==> src/rtl/prescaled_counter_bank.sv <==
// prescaled_counter_bank: independent up/down, periodic/one-shot counters
// stepped every cycle or on a shared prescaler tick.
module prescaled_counter_bank #(
    parameter int NUM_CH         = 4,
    parameter int CTR_WIDTH      = 24,
    parameter int PRESCALE_WIDTH = 16
) (
    input  logic                          clk,
    input  logic                          rst,
    input  logic                          use_prescaler,
    input  logic [PRESCALE_WIDTH-1:0]     prescale_limit,
    input  logic [NUM_CH-1:0]             ch_en,
    input  logic [NUM_CH-1:0]             ch_down,
    input  logic [NUM_CH-1:0]             ch_oneshot,
    input  logic [NUM_CH-1:0]             ch_load,
    input  logic [NUM_CH*CTR_WIDTH-1:0]   load_value,
    input  logic [NUM_CH*CTR_WIDTH-1:0]   ch_limit,
    output logic [NUM_CH*CTR_WIDTH-1:0]   count,
    output logic [NUM_CH-1:0]             tc,
    output logic [NUM_CH-1:0]             done,
    output logic                          tick
);
    logic [PRESCALE_WIDTH-1:0] prescale;

    // >= rather than == so a lowered limit pulls the prescaler back to 0 at once
    always_ff @(posedge clk)
        prescale <= (rst || prescale >= prescale_limit) ? '0 : prescale + 1'b1;

    assign tick = ~use_prescaler | (prescale == prescale_limit);

    genvar i;
    generate
        for (i = 0; i < NUM_CH; i++) begin : g_ch
            logic [CTR_WIDTH-1:0] cnt, lim;
            logic                 tc_r, done_r, step, at_term;
            assign lim     = ch_limit[i*CTR_WIDTH +: CTR_WIDTH];
            assign step    = tick & ch_en[i] & ~done_r;
            assign at_term = ch_down[i] ? (cnt == '0) : (cnt == lim);
            always_ff @(posedge clk) begin
                if (rst) begin
                    cnt    <= '0;
                    tc_r   <= 1'b0;
                    done_r <= 1'b0;
                end else if (ch_load[i]) begin
                    cnt    <= load_value[i*CTR_WIDTH +: CTR_WIDTH];
                    tc_r   <= 1'b0;
                    done_r <= 1'b0;
                end else begin
                    tc_r <= step & at_term;
                    if (step & at_term) begin
                        done_r <= ch_oneshot[i];
                        if (!ch_oneshot[i]) cnt <= ch_down[i] ? lim : '0;
                    end else if (step) begin
                        cnt <= ch_down[i] ? cnt - 1'b1 : cnt + 1'b1;
                    end
                end
            end
            assign count[i*CTR_WIDTH +: CTR_WIDTH] = cnt;
            assign tc[i]   = tc_r;
            assign done[i] = done_r;
        end
    endgenerate
endmodule

==> config.mk <==
export PLATFORM = sky130hd
export DESIGN_NAME = prescaled_counter_bank
export DESIGN_NICKNAME = d
export VERILOG_FILES = /design/src/rtl/prescaled_counter_bank.sv
export SDC_FILE = /design/constraint.sdc
export NUM_CORES = 1
export LEC_CHECK = 0
export BUFFER_PORTS_ARGS = -buffer_cell sky130_fd_sc_hd__buf_2
export CORE_ASPECT_RATIO = 0.75
export CORE_MARGIN = 3
export CORE_UTILIZATION = 50
export DETAILED_ROUTE_END_ITERATION = 8
export HOLD_SLACK_MARGIN = 0.1
export PLACE_DENSITY_LB_ADDON = 0.08
export SYNTH_ARGS = -nofsm -noshare
export SYNTH_HDL_FRONTEND = slang
export SYNTH_SLANG_ARGS = --single-unit
==> constraint.sdc <==
create_clock -name clk -period 4.4 [get_ports clk]
set_input_delay 0.66 -clock clk [delete_from_list [all_inputs] [get_ports clk]]
set_output_delay 0.66 -clock clk [all_outputs]
set_load 0.01 [all_outputs]
==> results of run 1 <==
==> sequential cells by signal, indices dropped and copies added (netlist names) <==
register	count
g_ch.cnt	96
g_ch.tc_r	4
prescale	16
g_ch.done_r	4
==> routing by layer <==
layer / vias up / track usage [%]
met2: 731 / 48.9
met1: 6672 / 46.2
met4: 0 / 8.89
met5: - / 0
met3: 67 / 5.89
li1: 6820 / -
==> synthesized netlist by cell type, types with 32 or more instances <==
master,number
a211oi_1,33
a21o_1,43
a21oi_1,142
a221oi_1,32
clkbuf_1,51
dfxtp_1,120
ha_1,105
inv_1,66
nand2_1,127
nand3_1,55
nor2_1,135
nor3_1,45
nor4_1,40
o21ai_0,96
xnor2_1,112
xor2_1,57
==> stage by stage <==
stage / setup WS, ps / instances / area [µm²] / hold WS (ps)
after floorplan: 1370 / 1653 / 12500 / 465
after global placement: 747 / 2267 / 14500 / 495
after detailed placement: 643 / 2267 / 14500 / 505
after CTS: 1070 / 2299 / 15200 / 446
after global routing: 724 / 2299 / 15200 / 461
final: 943 / 2300 / 15200 / 460
==> logic make-up after synthesis <==
family / after synthesis / synth area share (%)
compound gates: 554 / 30.4
xor+xnor: 169 / 11.8
fa+ha+maj: 109 / 11.1
buf+inv: 145 / 5.08
flops: 120 / 19.2
mux: 13 / 1.07
simple gates: 543 / 21.4
==> final cells by class <==
type                            count  area, µm²
Multi-Input combinational cell   1388       9520
Fill cell                        2234       9190
Sequential cell                   120       2400
Timing Repair Buffer              360       1900
Clock buffer                       18        439
Tap cell                          331        414
Inverter                           68        255
Clock inverter                     14        220
Antenna cell                        1       2.50
==> cell usage in the layout, fill, tap and decap left out, types with 28 or more instances in the layout <==
master,n
inv_1,66
xor2_1,57
a21oi_1,142
nand4_1,31
a21o_1,43
nor4_1,40
a211oi_1,33
buf_2,330
a221oi_1,32
nor3_1,44
nand3_1,55
ha_1,105
xnor2_1,112
buf_4,28
o21ai_0,96
nand2_1,127
nor2_1,135
dfxtp_1,120
==> where the power goes <==
| part | internal (mW) | switching (mW) | leakage (nW) |
|---|---|---|---|
| combinational | 0.815 | 1.01 | 5.62 |
| sequential | 1.18 | 0.186 | 0.990 |
| clock | 1.02 | 0.578 | 0.309 |
| total | 3.02 | 1.78 | 6.92 |
==> worst max-delay path, stage by stage <==
cell and delay [ps]:
buf_2 480, ha_1 340, a21oi_1 290, o2111ai_1 260, a41oi_1 480, o21ai_0 290
a221oi_1 440, o21ai_0 120, o211ai_1 160, o211ai_1 110, a21oi_1 170
==> worst max path at each step <==
stage / from / endpoint / cells after the start
floorplan: ch_down[0] / g_ch[0].cnt[20]$_SDFFE_PP0P_ / 10
global placement: ch_down[3] / g_ch[3].cnt[19]$_SDFFE_PP0P_ / 11
detailed placement: ch_down[3] / g_ch[3].cnt[19]$_SDFFE_PP0P_ / 11
CTS: ch_down[3] / g_ch[3].cnt[19]$_SDFFE_PP0P_ / 11
global route: ch_down[3] / g_ch[3].cnt[19]$_SDFFE_PP0P_ / 11
finish: ch_down[3] / g_ch[3].cnt[19]$_SDFFE_PP0P_ / 11
==> impl_metrics.env, run 1 <==
export IMPL_status="completed"
export IMPL_ys_warn_count=0
export IMPL_overflow=0
export IMPL_clockBufferDepth=2
export IMPL_yosysTopAreaCellShare_pct=19.2
export IMPL_setup_viol=0
export IMPL_gp_congestion=0.954
export IMPL_min_period_over_period_pct=78.6
export IMPL_syn_instance_count=1653
export IMPL_start_kind="primary input"
export IMPL_post_route_drc_count=0
export IMPL_postSynthAreaPerCell_um2=7.59
export IMPL_wl_met2_um=19900
export IMPL_p_leak_nw=6.92
export IMPL_cts_tree="yes"
export IMPL_synth_cell_types=92
export IMPL_worstPathArrival_ps=3810
export IMPL_relSlewSlack_pct=21.8
export IMPL_grt_pass1_vias=13100
export IMPL_cts_sinks=120
export IMPL_portBuffers=331
export IMPL_yosysSeqAreaShare_pct=19.2
export IMPL_grt_max_degree=47
export IMPL_worstPathRequired_ps=4750
export IMPL_fin_tns_setup_ps=0
export IMPL_holdBufCountCts=0
export IMPL_drtAntennaViolNets=0
export IMPL_routed_top_layer="met4"
export IMPL_whs_path_depth=3
export IMPL_start_util_pct=51.5
export IMPL_crit_type="primary input to register"
export IMPL_wl_per_cell_um=19.9
export IMPL_ys_ff_latch=120
export IMPL_nNetsFinal=2291
export IMPL_htreeDepth=4
export IMPL_dp_hpwl_um=35000
export IMPL_wl_um=45700
export IMPL_cts_resized_gates=0
export IMPL_dr_total_vias=14300
export IMPL_final_layout_size_suffix_gt1_share_pct=22.0
export IMPL_finalHoldViolCount=0
export IMPL_utilization_pct=62.3
export IMPL_post_route_min_period_ps=3460
export IMPL_tightestPinTransition_ps=1170
export IMPL_wl_met3_um=4180
export IMPL_power_density_mw_per_mm2=317
export IMPL_synth_ff_type="dfxtp_1"
export IMPL_slew_violations=0
export IMPL_dieArea_mm2=0.0270
export IMPL_syn_num_nets=1989
export IMPL_die_w_um=189
export IMPL_io_pins=332
export IMPL_antenna_found_initial=0
export IMPL_clock_fmax_mhz=289
export IMPL_wl_met1_um=20800
export IMPL_synth_area_mm2=0.0125
export IMPL_async_reset_ff_share_pct=0
export IMPL_yosysTopAreaCell="dfxtp_1"
export IMPL_r2r_start="g_ch[0].cnt[0]$_SDFFE_PP0P_"
export IMPL_peakVddDrop_mv=0.294
export IMPL_clk_pin_slew_ps=60
export IMPL_insertion_delay_ps=440
export IMPL_hold_class="primary input to register"
export IMPL_synth_edff_count=0
export IMPL_row_count=49
export IMPL_hold_start="load_value[50]"
export IMPL_hold_path_end="g_ch[2].cnt[2]$_SDFFE_PP0P_"
export IMPL_endpoint_kind="register"
export IMPL_rr_endpoint="g_ch[0].cnt[22]$_SDFFE_PP0P_"
export IMPL_finClkSkew_ps=10.7
export IMPL_area_delta_synth_final_pct=20.8
export IMPL_cp_max_fo=27
export IMPL_rr_worst_depth=11
export IMPL_cts_root_buf="clkbuf_16"
export IMPL_reg2reg_slack_ps=1030
export IMPL_grt_setup_unrepaired="no"
export IMPL_via_per_inst=6.21
export IMPL_synth_area_leaders="dfxtp_1 19%, ha_1 10%, xnor2_1 7.8%"
export IMPL_cts_buffers_inserted=17
export IMPL_grt_pass1_wl_um=70400
export IMPL_drtIter0Drc=1410
export IMPL_p_total_mw=4.80
export IMPL_dr_pass1_iters=5
export IMPL_track_usage_pct=32.0
export IMPL_post_cts_buffers=0
export IMPL_core_area_mm2=0.0243
export IMPL_maxCapViolCount=0
export IMPL_die_y_um=143
No activity file was read; power rests on OpenSTA's default activity.
==> run 2, diff against run 1 <==
- clock period: 4.4 -> 3.3 ns (I/O delays scaled with it)
==> run 2 against run 1 <==
  * Critical path depth stayed put
  * Global-route usage is 1.6 points higher
  * Sequential share of layout area is 0.52 points lower
  * Register-to-register slack worse by 810 ps
  * Power is 35% higher
  * Count of clock-buffer cells in the layout is 1 higher
  * Final area is 3.4% higher
  * Clock skew is 8.7 ps higher
==> impl_metrics.env, run 2 (same netlist as run 1, synthesis figures left out) <==
export IMPL_wl_per_cell_um=20.0
export IMPL_n_antenna_cell=0
export IMPL_maxCapViolCount=0
export IMPL_peakVddDrop_mv=0.405
export IMPL_portBuffers=331
export IMPL_cts_sinks=120
export IMPL_drtAntennaViolNets=0
export IMPL_final_layout_size_suffix_gt1_share_pct=24.4
export IMPL_dr_total_vias=14600
export IMPL_worstPathArrival_ps=3430
export IMPL_wl_um=47200
export IMPL_htreeDepth=4
export IMPL_cts_buffers_inserted=17
export IMPL_track_usage_pct=33.6
export IMPL_worstPathRequired_ps=3650
export IMPL_clk_pin_slew_ps=70
export IMPL_clock_fmax_mhz=325
export IMPL_cts_root_buf="clkbuf_16"
export IMPL_grt_pass1_wl_um=73500
export IMPL_io_pins=332
export IMPL_status="completed"
export IMPL_grt_pass1_vias=13500
export IMPL_largest_register="g_ch.cnt"
export IMPL_fin_ws_ps=224
export IMPL_cp_max_fo=6
export IMPL_setup_viol=0
export IMPL_largestRegisters="g_ch.cnt x96, prescale x16"
export IMPL_start_kind="register"
export IMPL_cts_tree="yes"
export IMPL_whs_path_depth=3
export IMPL_grt_setup_unrepaired="no"
export IMPL_row_count=49
export IMPL_endpoint_kind="register"
export IMPL_grt_max_degree=51
export IMPL_post_route_min_period_ps=3080
export IMPL_final_cell_mix="330 x buf_2, 142 x a21oi_1, 134 x nor2_1"
export IMPL_dieArea_mm2=0.0270
export IMPL_antenna_found_initial=0
export IMPL_min_period_over_period_pct=93.2
export IMPL_core_area_mm2=0.0243
export IMPL_nNetsFinal=2354
export IMPL_dp_hpwl_um=36700
export IMPL_finalHoldViolCount=0
export IMPL_post_route_drc_count=0
export IMPL_power_density_mw_per_mm2=414
export IMPL_hold_class="primary input to register"
export IMPL_tightestPinTransition_ps=977
export IMPL_gp_congestion=0.960
export IMPL_via_per_inst=6.16
export IMPL_clockBufferDepth=2
export IMPL_p_leak_nw=7.26
export IMPL_insertion_delay_ps=440
export IMPL_wl_met1_um=21900
export IMPL_die_y_um=143
export IMPL_slew_violations=0
export IMPL_place_ws_ps=11.6
export IMPL_relSlewSlack_pct=34.4
export IMPL_dr_pass1_iters=5
export IMPL_p_total_mw=6.48
export IMPL_overflow=0
export IMPL_rr_worst_depth=11
export IMPL_drtIter0Drc=1482
export IMPL_r2r_start="g_ch[3].cnt[0]$_SDFFE_PP0P_"
export IMPL_finClkSkew_ps=19.4
export IMPL_finalNonFillerCells=2362
export IMPL_wl_met2_um=20300
export IMPL_crit_type="register to register"
export IMPL_final_common_cell="buf_2"
export IMPL_cp_startpoint="g_ch[3].cnt[0]$_SDFFE_PP0P_"
export IMPL_start_util_pct=51.5
export IMPL_hold_start="load_value[74]"
export IMPL_die_w_um=189
export IMPL_routed_top_layer="met4"
export IMPL_numPlacedInstances=2330
export IMPL_area_delta_synth_final_pct=24.9
export IMPL_wl_met3_um=4010
export IMPL_fin_tns_setup_ps=0
export IMPL_largest_reg_flops=96
## run 2: through the flow
stage	util, %	hold slack [ps]	area [µm²]
floorplan	-	465	12500
global placement	61.7	488	15000
detailed placement	61.7	496	15000
CTS	64.3	281	15700
global route	64.4	296	15700
finish	64.4	293	15700
## run 2: worst max-delay path, cell delays in order (launching register included)
cell and delay [ps]:
dfxtp_1 470, inv_1 130, fa_1 450, nor2b_1 210, o2111ai_1 160, a21oi_1 220
o31a_1 210, o41a_1 280, a41oi_1 200, or3_1 350, a31o_1 190, a21oi_1 120
## run 2: path summary, 6_finish.rpt
kind              slack (ps)                            to
setup reg to reg         220  g_ch[3].cnt[22]$_SDFFE_PP0P_
hold / removal           290   g_ch[3].cnt[2]$_SDFFE_PP0P_
setup / recovery         220  g_ch[3].cnt[22]$_SDFFE_PP0P_
hold reg to reg          510   g_ch[2].done_r$_SDFFE_PP0P_
## run 2: layout make-up
type | count | area (µm²)
tap | 331 | 414
clock buffer | 19 | 453
inverter | 68 | 255
sequential | 120 | 2400
multi-input combinational | 1388 | 9520
fill | 2255 | 8680
timing repair buffer | 423 | 2420
clock inverter | 13 | 193
## run 2: power breakdown
part / switching [mW] / total, mW / internal [mW] / leakage [nW]
combinational: 1.40 / 2.57 / 1.17 / 5.95
sequential: 0.238 / 1.82 / 1.58 / 0.990
clock: 0.777 / 2.09 / 1.31 / 0.311
total: 2.42 / 6.48 / 4.06 / 7.26
## run 2: repair_timing
item,CTS,global route
endpoints found under the hold margin,0,0
hold buffers,0,0
setup endpoints to repair,0,1
setup buffers,0,0
resized for setup,0,1
## run 2: routing by layer
layer  vias to the layer above  track usage [%]
met5                         -                0
li1                       6955                -
met3                        85             5.55
met4                         0             10.1
met2                       721             51.2
met1                      6798             48.7
==> run 3, diff against run 2 <==
- clock period: 3.3 -> 3.7 ns (I/O delays scaled with it)
==> run 3 against run 2 <==
  * Combinational power is 15% lower
  * Core utilization decreased by 1.8 points
  * Final area down 2.7%
  * Hold slack better by 65 ps
  * Sequential cell count stayed put
  * Critical path type is now primary input to register
  * Routed wire length is 2.6% lower
==> impl_metrics.env, run 3 (same netlist as run 1, synthesis figures left out) <==
export IMPL_start_kind="primary input"
export IMPL_relSlewSlack_pct=26.5
export IMPL_cts_root_buf="clkbuf_16"
export IMPL_cts_buffers_inserted=17
export IMPL_crit_type="primary input to register"
export IMPL_clockBufferDepth=2
export IMPL_status="completed"
export IMPL_wl_per_cell_um=19.8
export IMPL_row_count=49
export IMPL_design_area_mm2=0.0152
export IMPL_gp_congestion=0.964
export IMPL_hold_class="primary input to register"
export IMPL_htreeDepth=4
export IMPL_post_dp_cell_area_mm2=0.0146
export IMPL_largestRegisters="g_ch.cnt x96, prescale x16"
export IMPL_finClkSkew_ps=13.0
export IMPL_finalHoldViolCount=0
export IMPL_track_usage_pct=32.8
export IMPL_dr_total_vias=14300
export IMPL_overflow=0
export IMPL_min_period_over_period_pct=86.9
export IMPL_dr_pass1_iters=7
export IMPL_final_cell_mix="330 x buf_2, 142 x a21oi_1, 135 x nor2_1"
export IMPL_largest_reg_flops=96
export IMPL_tightestPinTransition_ps=1100
export IMPL_setup_viol=0
export IMPL_peakVddDrop_mv=0.354
export IMPL_cts_tree="yes"
export IMPL_wl_met2_um=20000
export IMPL_wl_um=46000
export IMPL_slew_violations=0
export IMPL_fin_tns_setup_ps=0
export IMPL_wl_met1_um=21100
export IMPL_die_w_um=189
export IMPL_holdBufCountCts=0
export IMPL_post_cts_buffers=0
export IMPL_utilization_pct=62.6
export IMPL_start_util_pct=51.5
export IMPL_io_pins=332
export IMPL_p_leak_nw=7.00
export IMPL_power_density_mw_per_mm2=370
export IMPL_die_y_um=143
export IMPL_wl_met3_um=3960
export IMPL_maxCapViolCount=0
export IMPL_portBuffers=331
export IMPL_endpoint_kind="register"
export IMPL_post_route_drc_count=0
export IMPL_final_common_cell="buf_2"
export IMPL_core_area_mm2=0.0243
export IMPL_routed_top_layer="met4"
export IMPL_cts_sinks=120
export IMPL_insertion_delay_ps=440
export IMPL_grt_pass1_wl_um=71900
export IMPL_cp_max_fo=16
export IMPL_grt_max_degree=39
export IMPL_area_delta_synth_final_pct=21.4
export IMPL_worstPathArrival_ps=3580
export IMPL_antenna_found_initial=1
export IMPL_post_route_min_period_ps=3220
export IMPL_clk_pin_slew_ps=60
export IMPL_largest_register="g_ch.cnt"
export IMPL_worstPathRequired_ps=4060
export IMPL_cts_resized_gates=0
export IMPL_final_layout_size_suffix_gt1_share_pct=22.5
export IMPL_clock_fmax_mhz=311
export IMPL_drtAntennaViolNets=0
export IMPL_grt_pass1_vias=13300
export IMPL_dp_hpwl_um=35500
export IMPL_drtIter0Drc=1162
export IMPL_nNetsFinal=2308
export IMPL_dieArea_mm2=0.0270
export IMPL_grt_setup_unrepaired="no"
export IMPL_via_per_inst=6.19
run 3: layout make-up:
cell class	count	area, µm²
clock inverters	9	145
repair buffers	377	2020
inverters	68	255
diodes	1	2.50
clock buffers	23	478
multi-input cells	1388	9520
flip-flops and latches	120	2400
well taps	331	414
fillers	2257	9110
run 3: final timing paths:
kind / from / end / slack (ps) / cells after the start
max: ch_down[3] / g_ch[3].cnt[19]$_SDFFE_PP0P_ / 480 / 11
min: load_value[83] / g_ch[3].cnt[11]$_SDFFE_PP0P_ / 360 / 3
max reg2reg: g_ch[3].cnt[4]$_SDFFE_PP0P_ / g_ch[3].cnt[21]$_SDFFE_PP0P_ / 510 / 10
min reg2reg: g_ch[2].done_r$_SDFFE_PP0P_ / g_ch[2].done_r$_SDFFE_PP0P_ / 510 / 2
run 3: power by group:
group / switching, mW / internal [mW] / total, mW
clock: 0.650 / 1.18 / 1.83
combinational: 1.20 / 0.982 / 2.18
sequential: 0.219 / 1.41 / 1.63
run 3: critical path, stage by stage:
cell and delay, ps:
buf_2 290, ha_1 290, a21oi_1 310, o2111ai_1 250
a41oi_1 370, o21ai_0 330, a221oi_1 520, o21ai_0 150
o211ai_1 200, o211ai_1 130, a21oi_1 180
run 3: per-stage QoR:
stage | hold slack (ps) | setup WS, ps | instances | power (mW)
6_report | 358 | 484 | 2317 | 5.64
2_1_floorplan | 465 | 772 | 1653 | 3.06
4_1_cts | 349 | 601 | 2316 | 5.61
5_1_grt | 356 | 279 | 2317 | 5.96
3_3_place_gp | 495 | 140 | 2284 | 3.77
3_5_place_dp | 502 | 171 | 2284 | 3.78
run 3: routing by layer:
metal	vias to the layer above	track usage, %
met5	-	0
met4	0	8.89
met3	70	5.77
met2	736	50.4
met1	6675	47.4
li1	6862	-
